**src/rtl/layer_pkg.sv**
```systemverilog
// Shared types for the LED layer write path.
// Defining LAYER_WR_RGBW_EN selects 4-byte W,G,R,B pixels instead of 3-byte pixels.
package layer_pkg;

    typedef enum logic [1:0] {
        IDLE = 2'd0,
        FILL = 2'd1,
        DONE = 2'd2,
        FULL = 2'd3
    } state_t;

`ifdef LAYER_WR_RGBW_EN
    localparam int BPP = 4;
`else
    localparam int BPP = 3;
`endif

    localparam logic [1:0] LAST_BYTE = 2'(BPP - 1);

    // Byte k of a pixel lands on lane BPP-1-k, so the first byte fills the top used lane.
    function automatic logic [3:0] lane_sel(input logic [1:0] k);
        logic [1:0] lane;
        lane = LAST_BYTE - k;
        return 4'b0001 << lane;
    endfunction

endpackage

```
**src/rtl/layer_wr_tmo.sv**
```systemverilog
// Saturating 16-bit idle counter; expire_o flags the cycle in which the count would reach TIMEOUT_CYC.
module layer_wr_tmo #(
    parameter int TIMEOUT_CYC = 65535
) (
    input  logic clk_i,
    input  logic rst_i,
    input  logic clr_i,
    input  logic en_i,
    output logic expire_o
);

    logic [15:0] cnt;

    always_ff @(posedge clk_i) begin
        if (rst_i || clr_i) begin
            cnt <= '0;
        end else if (en_i && (cnt != 16'hFFFF)) begin
            cnt <= cnt + 16'd1;
        end
    end

    assign expire_o = en_i && (cnt == 16'(TIMEOUT_CYC - 1));

endmodule

```
**src/rtl/layer_wr_ctrl.sv**
```systemverilog
// Packs a framed colour byte stream into per-pixel RAM lanes and signals frame done/overflow/timeout.
// Pixel width follows LAYER_WR_RGBW_EN through layer_pkg::BPP.
module layer_wr_ctrl
    import layer_pkg::*;
#(
    parameter int PIXEL_NUM   = 64,
    parameter int TIMEOUT_CYC = 65535
) (
    input  logic       clk_i,
    input  logic       rst_i,
    input  logic       frm_sof_i,
    input  logic       byte_vld_i,
    input  logic [7:0] byte_data_i,
    output logic       wr_en_o,
    output logic [5:0] wr_addr_o,
    output logic [7:0] wr_data_o,
    output logic [3:0] wr_byte_en_o,
    output logic       wr_done_o,
    output logic       ovf_o,
    output logic       tmo_o
);

    localparam logic [5:0] LAST_PIX = 6'(PIXEL_NUM - 1);

    state_t     state, state_n;
    logic [1:0] byte_cnt, byte_cnt_n, cur_byte;
    logic [5:0] pix_cnt, pix_cnt_n, cur_pix;
    logic       in_frame;
    logic       tmo_clr, tmo_en, tmo_expire;

    logic       wr_en_n, wr_done_n, ovf_n, tmo_n;
    logic [5:0] wr_addr_n;
    logic [7:0] wr_data_n;
    logic [3:0] wr_byte_en_n;

    // A start-of-frame overrides whatever state we are in, so the same-cycle byte is pixel 0 byte 0.
    assign in_frame = frm_sof_i || (state == FILL);
    assign cur_byte = frm_sof_i ? 2'd0 : byte_cnt;
    assign cur_pix  = frm_sof_i ? 6'd0 : pix_cnt;
    assign tmo_clr  = frm_sof_i || byte_vld_i;
    assign tmo_en   = (state == FILL) && !tmo_clr;

    layer_wr_tmo #(.TIMEOUT_CYC(TIMEOUT_CYC)) u_tmo (
        .clk_i    (clk_i),
        .rst_i    (rst_i),
        .clr_i    (tmo_clr),
        .en_i     (tmo_en),
        .expire_o (tmo_expire)
    );

    always_comb begin
        state_n      = state;
        byte_cnt_n   = cur_byte;
        pix_cnt_n    = cur_pix;
        wr_en_n      = 1'b0;
        wr_addr_n    = wr_addr_o;
        wr_data_n    = wr_data_o;
        wr_byte_en_n = 4'b0000;
        wr_done_n    = (state == DONE);
        ovf_n        = frm_sof_i ? 1'b0 : ovf_o;
        tmo_n        = 1'b0;

        if (frm_sof_i) begin
            state_n = FILL;
        end else if (state == DONE) begin
            state_n = FULL;
        end

        if (in_frame) begin
            if (byte_vld_i) begin
                wr_en_n      = 1'b1;
                wr_addr_n    = cur_pix;
                wr_data_n    = byte_data_i;
                wr_byte_en_n = lane_sel(cur_byte);
                if (cur_byte == LAST_BYTE) begin
                    byte_cnt_n = 2'd0;
                    if (cur_pix == LAST_PIX) begin
                        state_n = DONE;
                    end else begin
                        pix_cnt_n = cur_pix + 6'd1;
                    end
                end else begin
                    byte_cnt_n = cur_byte + 2'd1;
                end
            end else if (tmo_expire) begin
                state_n = IDLE;
                tmo_n   = 1'b1;
            end
        end else if (byte_vld_i && ((state == DONE) || (state == FULL))) begin
            ovf_n = 1'b1;
        end
    end

    always_ff @(posedge clk_i) begin
        if (rst_i) begin
            state        <= IDLE;
            byte_cnt     <= 2'd0;
            pix_cnt      <= 6'd0;
            wr_en_o      <= 1'b0;
            wr_addr_o    <= 6'd0;
            wr_data_o    <= 8'd0;
            wr_byte_en_o <= 4'b0000;
            wr_done_o    <= 1'b0;
            ovf_o        <= 1'b0;
            tmo_o        <= 1'b0;
        end else begin
            state        <= state_n;
            byte_cnt     <= byte_cnt_n;
            pix_cnt      <= pix_cnt_n;
            wr_en_o      <= wr_en_n;
            wr_addr_o    <= wr_addr_n;
            wr_data_o    <= wr_data_n;
            wr_byte_en_o <= wr_byte_en_n;
            wr_done_o    <= wr_done_n;
            ovf_o        <= ovf_n;
            tmo_o        <= tmo_n;
        end
    end

endmodule
```
**config.mk**
```make
export PLATFORM = sky130hd
export DESIGN_NAME = layer_wr_ctrl
export DESIGN_NICKNAME = d
export VERILOG_FILES = /design/src/rtl/layer_pkg.sv /design/src/rtl/layer_wr_tmo.sv /design/src/rtl/layer_wr_ctrl.sv
export SDC_FILE = /design/constraint.sdc
export NUM_CORES = 1
export LEC_CHECK = 0
export BUFFER_PORTS_ARGS = -buffer_cell sky130_fd_sc_hd__buf_2
export CORE_AREA = 2 2 83 85
export CTS_CLUSTER_DIAMETER = 60
export DETAILED_ROUTE_END_ITERATION = 6
export DIE_AREA = 0 0 85 87
export SLEW_MARGIN = 20
export SYNTH_ARGS = -nofsm -noshare
export SYNTH_HDL_FRONTEND = slang
export SYNTH_SLANG_ARGS = --single-unit
```
**constraint.sdc**
```tcl
create_clock -name clk_i -period 4.9 [get_ports clk_i]
set_input_delay 0.735 -clock clk_i [delete_from_list [all_inputs] [get_ports clk_i]]
set_output_delay 0.735 -clock clk_i [all_outputs]
set_load 0.05 [all_outputs]
```
==> results of run 1 <==
[final timing paths]
path	from	end	slack, ns
worst max register to register	state[0]$_SDFF_PP0_	u_tmo.cnt[15]$_SDFFE_PP0P_	2.96
worst min-delay path	wr_data_o[6]$_SDFFE_PP0N_	wr_data_o[6]$_SDFFE_PP0N_	0.46
worst min register to register	wr_data_o[6]$_SDFFE_PP0N_	wr_data_o[6]$_SDFFE_PP0N_	0.46
worst max-delay path	frm_sof_i	pix_cnt[4]$_SDFF_PP0_	2.53
[per-layer routing]
metal  wire [um]  GRT usage [%]
met1        2220           17.0
met2        2220           21.2
met3         199           3.03
met4          71           4.76
met5           0              0
[sequential cells by signal, indices dropped and copies added, names as in the netlist]
register / cells
wr_done_o: 1
u_tmo.cnt: 16
wr_data_o: 8
tmo_o: 1
byte_cnt: 2
ovf_o: 1
state: 2
wr_byte_en_o: 4
pix_cnt: 6
wr_addr_o: 6
wr_en_o: 1
[through the flow]
step / hold slack [ns] / util [%] / power, mW
2_1_floorplan: 0.438 / - / 0.450
3_3_place_gp: 0.440 / 36.9 / 0.466
3_5_place_dp: 0.445 / 36.9 / 0.466
4_1_cts: 0.459 / 38.6 / 0.751
5_1_grt: 0.478 / 38.7 / 0.771
6_report: 0.457 / 38.7 / 0.741
[cell type report]
type	count	area (um2)	area share, %
inverters	6	22.5	0.886
well taps	80	100	3.94
repair buffers	35	180	7.09
flip-flops and latches	48	961	37.8
clock inverters	3	42.5	1.67
clock buffers	5	68.8	2.71
multi-input cells	191	1170	45.9
[tightest hold or removal path: cells and delay by family (launching register included)]
| family | cells | cell delay (ns) |
|---|---|---|
| simple gates | 1 | 0.05 |
| compound gates | 1 | 0.05 |
| flops | 1 | 0.32 |
[synth_stat cells (2+ instances only)]
cell / number / share of area [%]
nor2b_1: 6 / 1.7
nand4_1: 5 / 1.4
nand2_1: 50 / 8.5
and3_1: 4 / 1.1
o31ai_1: 4 / 1.4
o21ai_0: 7 / 1.6
and2_1: 4 / 1.1
o41ai_1: 3 / 1.2
nor2_1: 5 / 0.85
clkbuf_1: 10 / 1.7
nand2b_1: 5 / 1.4
inv_1: 6 / 1.0
dfxtp_1: 48 / 44
nor4_1: 3 / 0.85
a2111o_1: 2 / 1.0
o311ai_0: 3 / 1.2
or3_1: 3 / 0.85
a21boi_1: 2 / 0.68
nor3_1: 4 / 0.91
mux2i_1: 4 / 1.8
ha_1: 6 / 3.4
and4_1: 6 / 2.4
nand3_1: 11 / 2.5
a21oi_1: 32 / 7.3
or4_1: 4 / 1.4
a211oi_1: 2 / 0.68
[logic make-up (layout without fill, tap and decap cells)]
logic type               after synthesis  count (layout)  share of synthesized area [%]
multiplexers                           5               5                           2.33
adder cells (fa/ha/maj)                6               6                           3.41
buffers and inverters                 19              49                           3.69
AO/OA/AOI/OAI                         61              61                           17.1
flip-flops                            48              48                           43.6
AND/OR/NAND/NOR                      118             118                           29.5
XOR/XNOR                               1               1                          0.397
[cell usage in the layout (no fill, tap or decap), drive strengths merged, types with 6 or more instances in the layout]
master	Yosys	routed
inv	6	6
ha	6	6
nand3	12	12
buf	2	35
and4	6	6
nand2	50	50
a21oi	32	32
nand4	6	6
o21ai	8	8
dfxtp	48	48
nor2b	6	6
[power breakdown]
part,internal (mW),switching (mW),total (mW)
clock network,0.151,0.133,0.284
logic,0.0154,0.0431,0.0585
registers,0.396,0.00288,0.399
total,0.562,0.179,0.741
==> metrics.md, run 1 <==
| Metric | Value |
|---|---|
| # clock sinks | `48` |
| Final number of hold-violating endpoints | `0` |
| Vias | `a little under 2,000` |
| Port Buffers | `33` |
| Final ANT Viol Nets | `0` |
| Pre-CTS setup slack | `2.26 ns` |
| Residual DRC | `0` |
| Slew headroom | `between 50% and 60%` |
| CTS max path bufs | `2` |
| Levels on crit path | `8` |
| Critical path cell sequence | `buf_2, inv_1, nand2_1, ha_1, and2_1, a21boi_1, and4b_1, a211oi_1` |
| Final Instance Area | `between 2000 and 3000 um2` |
| Yosys reg bits | `48` |
| CP max FO | `15` |
| Reg2reg path depth | `4` |
| Vias per cell | `around 5.3` |
| Pre-antenna DRT Iters | `4` |
| Worst Skew | `approximately 0.013 ns` |
| # Post-CTS Setup Buffers | `0` |
| N_diodes | `0` |
| WS Path Type | `in -> reg` |
| Nets | `305` |
| Final worst setup slack | `roughly 2.5 ns` |
| Final Slew Violations | `0` |
| Status | `finished clean` |
| Worst path required time | `approximately 5.1 ns` |
| Syn. warnings | `0` |
| Dpl cells | `360` |
| Leakage | `between 0.9 and 1 nW` |
| Post-DP HPWL | `approximately 3300 um` |
| Crit path max-delay family | `simple AND/OR/NAND/NOR gates` |
| 1st-iter DRT viols | `112` |
| EDFF count, synth | `0` |
| Die area | `7400 um2` |
| Sequential share of the synthesized area | `roughly 44%` |
| Number of global-route vias before repair | `1,687` |
| Filler Cell Count | `roughly 700` |
| RSZ-0062 raised after global routing | `no` |
| Core Area | `between 6000 and 7000 um2` |
| Fmax | `approximately 420 MHz` |
| Period utilization | `between 40% and 50%` |
| Final TNS setup | `0 ns` |
| Ys flop type | `dfxtp_1` |
| Cts repair resizes | `0` |
| Chip height | `87 um` |
| CP arrival | `between 2 and 3 ns` |
| Worst-Margin Slew | `between 0.7 and 0.8 ns` |
| Post-synth cell types | `45` |
| Row count | `30` |
| RD Place Congestion | `around 0.74` |
| P&R area growth vs syn | `15.3%` |
| CTS tree | `built` |
| Root Buffer | `clkbuf_8` |
| First-pass GRT wire length | `7820 um` |
| CP Launch Type | `primary input` |
| Post-CTS Hold Fix Bufs | `0` |
| Buf/Inv on CP | `2` |
| Hold Path Depth | `2` |
| Post-Syn Nets | `roughly 280` |
| Num CTS Buffers | `5` |
| Initial antenna violation count | `0` |
| Post-DR wirelength/cell | `around 13 um` |
| Initial core utilization | `about a third` |
| CP max-delay cell | `a21boi_1` |
| Crit end category | `flop` |
| Total grt overflow | `0` |
| Hold WC Path Type | `reg -> reg` |
| Reg clk slew, reported paths | `0.10 ns` |
| Syn Area/Cell | `8.55 um2` |
| GRT Total Usage | `between 10% and 20%` |
| Cell Pwr Density | `~300 nW/um2` |
| Syn Std Cell Area | `between 2000 and 2500 um2` |
| CP max stage delay | `about 0.43 ns` |
| Die Wd | `between 80 and 90 um` |
| # IOs | `34` |
| Final setup fails | `0` |
| Worst skew pair latency | `about 0.30 ns` |
| Depth of the CTS H-tree | `2` |
| Mapped Cells | `roughly 260` |
| Share of cells above drive strength 1 | `~17%` |
| Synth async-reset ratio | `0%` |
| Placed inst area | `2430 um2` |
| Worst VDD drop | `roughly 0.00013 V` |
| Max-Cap Viols | `0` |
| Wirelength, routed | `approximately 4700 um` |
| Fin cells | `~370` |
| Minimum clock period | `2.37 ns` |
| Pin count of the biggest net entering global routing | `33` |
Power figures use the tool's default switching activity.
==> inputs of run 2 (changes only) <==
clock period = 2.44 ns   (was 4.9 ns; I/O delays follow)
==> metrics.md, run 2 (synthesized netlist as in run 1, its figures left out) <==
| Metric | Value |
|---|---|
| Status | `finished clean` |
| Register share of total power | `between 50 and 60%` |
| Pre-antenna DRT Iters | `5` |
| Final ANT Viol Nets | `0` |
| Final TNS setup | `0 ns` |
| Reg2reg end | `u_tmo.cnt[5]$_SDFFE_PP0P_` |
| Startpoint of the worst register-to-register path | `u_tmo.cnt[2]$_SDFFE_PP0P_` |
| Reg clk slew, reported paths | `approximately 0.11 ns` |
| CP max FO | `15` |
| Vias | `around 2,000` |
| Core Util, Final | `approximately 39%` |
| Initial core utilization | `approximately a third` |
| Cts repair resizes | `0` |
| # IOs | `34` |
| Post-DR wirelength/cell | `between 10 and 15 um` |
| Fmax | `517 MHz` |
| P_int | `between 1 and 1.5 mW` |
| Final number of hold-violating endpoints | `0` |
| Initial antenna violation count | `0` |
| Leakage | `just under 1 nW` |
| N_diodes | `0` |
| Final Instance Area | `2540 um2` |
| Fin cells | `roughly 370` |
| Vias per cell | `5.24` |
| Cell Pwr Density | `564 nW/um2` |
| Crit end category | `flop` |
| Hold Path Depth | `3` |
| Regs by FF count | `u_tmo.cnt (16), wr_data_o (8)` |
| CP Launch Type | `primary input` |
| Worst Skew | `0.0183 ns` |
| WHS Endpoint | `wr_data_o[0]$_SDFFE_PP0N_` |
| CTS tree | `built` |
| First-pass GRT wire length | `around 8000 um` |
| Die Wd | `between 80 and 90 um` |
| # clock sinks | `between 40 and 50` |
| Residual DRC | `0` |
| HP Start | `byte_data_i[0]` |
| Logic pwr share | `under 10%` |
| Top reg by flops | `u_tmo.cnt` |
| Clock network fraction of total power | `between 30% and 40%` |
| # Post-CTS Setup Buffers | `0` |
| Psw | `0.395 mW` |
| Row count | `30` |
| Max FFs per register | `16` |
| Most frequent cells in the layout | `50 x nand2_1, 48 x dfxtp_1, 33 x buf_2` |
| Slew headroom | `about two thirds` |
| Switching fraction of total power | `between 20 and 30%` |
| Nets | `roughly 310` |
| Most common cell after layout, fill and taps aside | `nand2_1` |
| Final setup fails | `0` |
| Max-Cap Viols | `0` |
| Minimum hold slack | `0.273 ns` |
| P&R area growth vs syn | `15.3%` |
| Pin count of the biggest net entering global routing | `32` |
| Flop2flop setup slack | `approximately 0.56 ns` |
| Num CTS Buffers | `5` |
| RSZ-0062 raised after global routing | `no` |
| Worst skew pair latency | `between 0.3 and 0.4 ns` |
| 1st-iter DRT viols | `83` |
| Final Slew Violations | `0` |
| Port Buffers | `33` |
| Tot Pwr | `~1.4 mW` |
| Dpl cells | `approximately 360` |
| Post-DP HPWL | `3230 um` |
| Placed inst area | `2450 um2` |
| Depth of the CTS H-tree | `2` |
| GRT Total Usage | `between 10% and 20%` |
| Post-CTS Hold Fix Bufs | `0` |
| Worst VDD drop | `between 0.0002 and 0.00025 V` |
| Worst path required time | `between 2 and 3 ns` |
| RD Place Congestion | `0.764` |
| CP arrival | `2.14 ns` |
| Minimum clock period | `1.94 ns` |
| Final worst setup slack | `between 0.5 and 0.6 ns` |
| Filler Cell Count | `676` |
| WS Path Type | `in -> reg` |
| Number of global-route vias before repair | `between 1,500 and 2,000` |
| Hold WC Path Type | `in -> reg` |
| Root Buffer | `clkbuf_8` |
| Pre-CTS setup slack | `approximately 0.20 ns` |
| Share of cells above drive strength 1 | `17.2%` |
| Worst-Margin Slew | `a little under 0.5 ns` |
| Reg2reg path depth | `4` |
| CTS max path bufs | `2` |
| Wirelength, routed | `4680 um` |
| Core Area | `roughly 6600 um2` |
| Chip height | `between 80 and 90 um` |
| Die area | `around 7400 um2` |
| Total grt overflow | `0` |
| Period utilization | `between 70% and 80%` |
## run 2: cell count changes in the layout (fill, tap and decap cells not counted)
cell,delta
bufinv_16,-1
clkinv_2,-1
a21boi_1,+1
buf_4,+3
inv_6,+2
a21boi_2,-1
## run 2: how the worst max path moves through the flow
stage	start	endpoint	slack, ns	depth (start not counted)
after detailed placement	frm_sof_i	pix_cnt[4]$_SDFF_PP0_	0.20	8
after CTS	frm_sof_i	pix_cnt[4]$_SDFF_PP0_	0.54	8
after floorplan	byte_vld_i	u_tmo.cnt[15]$_SDFFE_PP0P_	0.55	5
after global routing	frm_sof_i	pix_cnt[2]$_SDFF_PP0_	0.30	8
final	frm_sof_i	pix_cnt[4]$_SDFF_PP0_	0.50	8
after global placement	frm_sof_i	pix_cnt[4]$_SDFF_PP0_	0.23	8
## run 2: cell type report
| type | count | area [um2] | area share [%] |
|---|---|---|---|
| well taps | 80 | 100 | 3.94 |
| clock buffers | 5 | 68.8 | 2.71 |
| repair buffers | 38 | 203 | 7.97 |
| clock inverters | 3 | 25.0 | 0.984 |
| inverters | 6 | 22.5 | 0.886 |
| flip-flops and latches | 48 | 961 | 37.8 |
| multi-input cells | 191 | 1160 | 45.7 |
## run 2: routing by layer
layer	vias to the layer above	routed length [um]	track usage, %
met5	-	0	0
met3	7	185	3.13
li1	998	-	-
met4	0	86	5.92
met2	37	2150	21.0
met1	902	2260	17.8
## run 2: power groups by stage
| stage | Combinational [mW] | Sequential [mW] | Clock, mW |
|---|---|---|---|
| after CTS | 0.122 | 0.801 | 0.526 |
| final | 0.121 | 0.801 | 0.511 |
| after floorplan | 0.0519 | 0.852 | 0 |
| after global placement | 0.121 | 0.819 | 0 |
| after detailed placement | 0.122 | 0.819 | 0 |
| after global routing | 0.132 | 0.803 | 0.554 |
## run 2: worst max-delay path, cell delays in order
cell      delay (ns)
buf_2           0.26
inv_1           0.19
nand2_1         0.18
ha_1            0.19
and2_1          0.18
a21boi_1        0.45
and4b_1         0.26
a211oi_1        0.06
==> inputs of run 3 (changes only) <==
ABC_AREA = 1   (was not set)
CORE_AREA = 2 2 84 86   (was 2 2 83 85)
DIE_AREA = 0 0 86 88   (was 0 0 85 87)
clock period = 1.9 ns   (was 2.44 ns; I/O delays follow)
==> metrics.md, run 3 <==
| Metric | Value |
|---|---|
| Chip height | `88 um` |
| Worst-Margin Slew | `0.485 ns` |
| CP Launch Type | `flop` |
| Max FFs per register | `16` |
| Worst Skew | `~0.012 ns` |
| Max-Cap Viols | `0` |
| # IOs | `34` |
| HP Start | `byte_data_i[5]` |
| Metal3 WL | `133 um` |
| P&R area growth vs syn | `15.9%` |
| WS Path Type | `reg -> reg` |
| # clock sinks | `48` |
| Final setup fails | `0` |
| Total grt overflow | `0` |
| Post-CTS Hold Fix Bufs | `0` |
| Nets | `386` |
| Flop2flop setup slack | `between 0.2 and 0.3 ns` |
| Synth top area cells | `dfxtp_1 42%, nand2_1 13%, nor2_1 10%` |
| Mapped Cells | `approximately 330` |
| Most instantiated cells after synthesis | `81 x nand2_1, 64 x nor2_1, 48 x dfxtp_1, 29 x inv_1, 24 x o21ai_0` |
| Pre-antenna DRT Iters | `4` |
| CP max FO | `4` |
| Syn. warnings | `0` |
| Metal-1 WL | `2400 um` |
| Num CTS Buffers | `5` |
| Worst VDD drop | `between 0.0003 and 0.0004 V` |
| Core Util, Final | `between 40% and 50%` |
| Regs by FF count | `u_tmo.cnt (16), wr_data_o (8)` |
| Final Slew Violations | `0` |
| Post-DR wirelength/cell | `~11 um` |
| Share of cells above drive strength 1 | `17.1%` |
| Top cell type's share of synthesized area | `41.9%` |
| Fin cells | `between 400 and 500` |
| Cts repair resizes | `0` |
| Port Buffers | `33` |
| Most common cell after layout, fill and taps aside | `nand2_1` |
| Reg2reg path depth | `9` |
| Max Used Layer | `met4` |
| CTS max path bufs | `2` |
| Final ANT Viol Nets | `0` |
| Vias per cell | `4.69` |
| Most frequent cells in the layout | `81 x nand2_1, 64 x nor2_1, 48 x dfxtp_1` |
| Met2 wire len | `between 2000 and 2500 um` |
| 1st-iter DRT viols | `83` |
| GRT Total Usage | `approximately 14%` |
| Post-DP HPWL | `approximately 3600 um` |
| Vias | `~2,100` |
| Status | `finished clean` |
| Top reg by flops | `u_tmo.cnt` |
| Reg2reg end | `pix_cnt[4]$_SDFF_PP0_` |
| Slew headroom | `between 60% and 70%` |
| EDFF count, synth | `0` |
| Initial antenna violation count | `0` |
| Number of global-route vias before repair | `between 1,500 and 2,000` |
| Count leader, synth | `nand2_1` |
| WHS Endpoint | `wr_data_o[5]$_SDFFE_PP0N_` |
| Pin count of the biggest net entering global routing | `21` |
| Pre-CTS setup slack | `between 0.06 and 0.07 ns` |
| Worst path required time | `between 2 and 2.5 ns` |
| Initial core utilization | `between 30% and 40%` |
| RSZ-0062 raised after global routing | `no` |
| Fmax | `617 MHz` |
| Final worst setup slack | `0.278 ns` |
| Post-Syn Nets | `between 300 and 400` |
| Final TNS setup | `0 ns` |
| Reg clk slew, reported paths | `approximately 0.090 ns` |
| Minimum clock period | `1.62 ns` |
| First-pass GRT wire length | `roughly 8500 um` |
| Syn Area/Cell | `around 7.0 um2` |
| N_diodes | `0` |
| Depth of the CTS H-tree | `2` |
| Syn Std Cell Area | `approximately 2300 um2` |
| Post-synth cell types | `29` |
| Root Buffer | `clkbuf_8` |
| Wirelength, routed | `around 4900 um` |
| Ys flop type | `dfxtp_1` |
| RD Place Congestion | `0.783` |
| Die Wd | `approximately 86 um` |
| Core Area | `6640 um2` |
| Dpl cells | `approximately 440` |
| Leakage | `1.11 nW` |
| CP arrival | `around 1.8 ns` |
| Sequential share of the synthesized area | `about two fifths` |
| CTS tree | `built` |
| # Post-CTS Setup Buffers | `0` |
| Hold Path Depth | `3` |
| Period utilization | `around 85%` |
| Synth async-reset ratio | `0%` |
| Filler Cell Count | `between 700 and 800` |
| Die area | `7570 um2` |
| Hold WC Path Type | `in -> reg` |
| Crit end category | `flop` |
| Area leader, netlist | `dfxtp_1` |
| Startpoint of the worst register-to-register path | `pix_cnt[0]$_SDFF_PP0_` |
| Final number of hold-violating endpoints | `0` |
| Minimum hold slack | `between 0.2 and 0.25 ns` |
| Yosys reg bits | `between 40 and 50` |
| Worst skew pair latency | `approximately 0.30 ns` |
| Row count | `30` |
| Cell Pwr Density | `723 nW/um2` |
| Residual DRC | `0` |
run 3: changes by cell type in the layout (fill, tap and decap cells not counted), sizes merged, moves of 6 or more:
cell | previous run | this run
inv | 8 | 32
nor2 | 5 | 69
nand2 | 50 | 84
o21ai | 8 | 24
and4 | 6 | 0
a21oi | 32 | 18
nor2b | 6 | 0
run 3: area by class of cell:
| class | count | area [um2] | share of cell area (%) |
|---|---|---|---|
| tap | 80 | 100 | 3.76 |
| sequential | 48 | 961 | 36.1 |
| multi-input combinational | 239 | 1160 | 43.4 |
| clock inverter | 3 | 21.3 | 0.799 |
| clock buffer | 5 | 68.8 | 2.59 |
| inverter | 32 | 121 | 4.56 |
| timing repair buffer | 42 | 233 | 8.74 |
run 3: worst max-delay path by stage:
stage                      startpoint                    end  slack (ns)  depth (start not counted)
2_1_floorplan               frm_sof_i  pix_cnt[5]$_SDFF_PP0_        0.32                         11
3_3_place_gp                frm_sof_i  pix_cnt[5]$_SDFF_PP0_        0.16                         11
3_5_place_dp                frm_sof_i  pix_cnt[5]$_SDFF_PP0_        0.06                         11
4_1_cts         pix_cnt[0]$_SDFF_PP0_  pix_cnt[4]$_SDFF_PP0_        0.29                          9
5_1_grt        byte_cnt[1]$_SDFF_PP0_  pix_cnt[5]$_SDFF_PP0_        0.10                          9
6_report        pix_cnt[0]$_SDFF_PP0_  pix_cnt[4]$_SDFF_PP0_        0.28                          9
run 3: power breakdown:
group	internal, mW	total [mW]	switching [mW]
logic	0.0643	0.249	0.185
registers	1.04	1.05	0.0138
clock network	0.262	0.624	0.362
total	1.36	1.92	0.560
run 3: cells by family after synthesis:
group | after synthesis | synth area share [%]
AOI/OAI and AO/OA | 49 | 11.6
xor gates and xnor gates | 6 | 2.29
adders and majority gates | 6 | 3.27
buffers and inverters | 42 | 7.79
DFF | 48 | 41.9
and+or+nand+nor | 178 | 33.2
run 3: critical path: stages (launching register included):
cell and delay, ns:
dfxtp_1 0.35, inv_1 0.04, nor2_1 0.19, ha_1 0.21, nand2_1 0.05, nor2_1 0.20
nor3b_1 0.29, nand2_1 0.08, nand2_1 0.06, nor2_1 0.05
run 3: per-stage QoR:
step | power [mW] | cell area (um2)
2_1_floorplan | 1.26 | 2300
3_3_place_gp | 1.32 | 2570
3_5_place_dp | 1.33 | 2570
4_1_cts | 1.95 | 2660
5_1_grt | 2.01 | 2660
6_report | 1.92 | 2660
run 3: per-layer routing:
| metal | GRT usage (%) | vias to the layer above |
|---|---|---|
| li1 | - | 1122 |
| met1 | 17.4 | 951 |
| met2 | 24.5 | 25 |
| met3 | 3.02 | 6 |
| met4 | 3.90 | 0 |
| met5 | 0 | - |
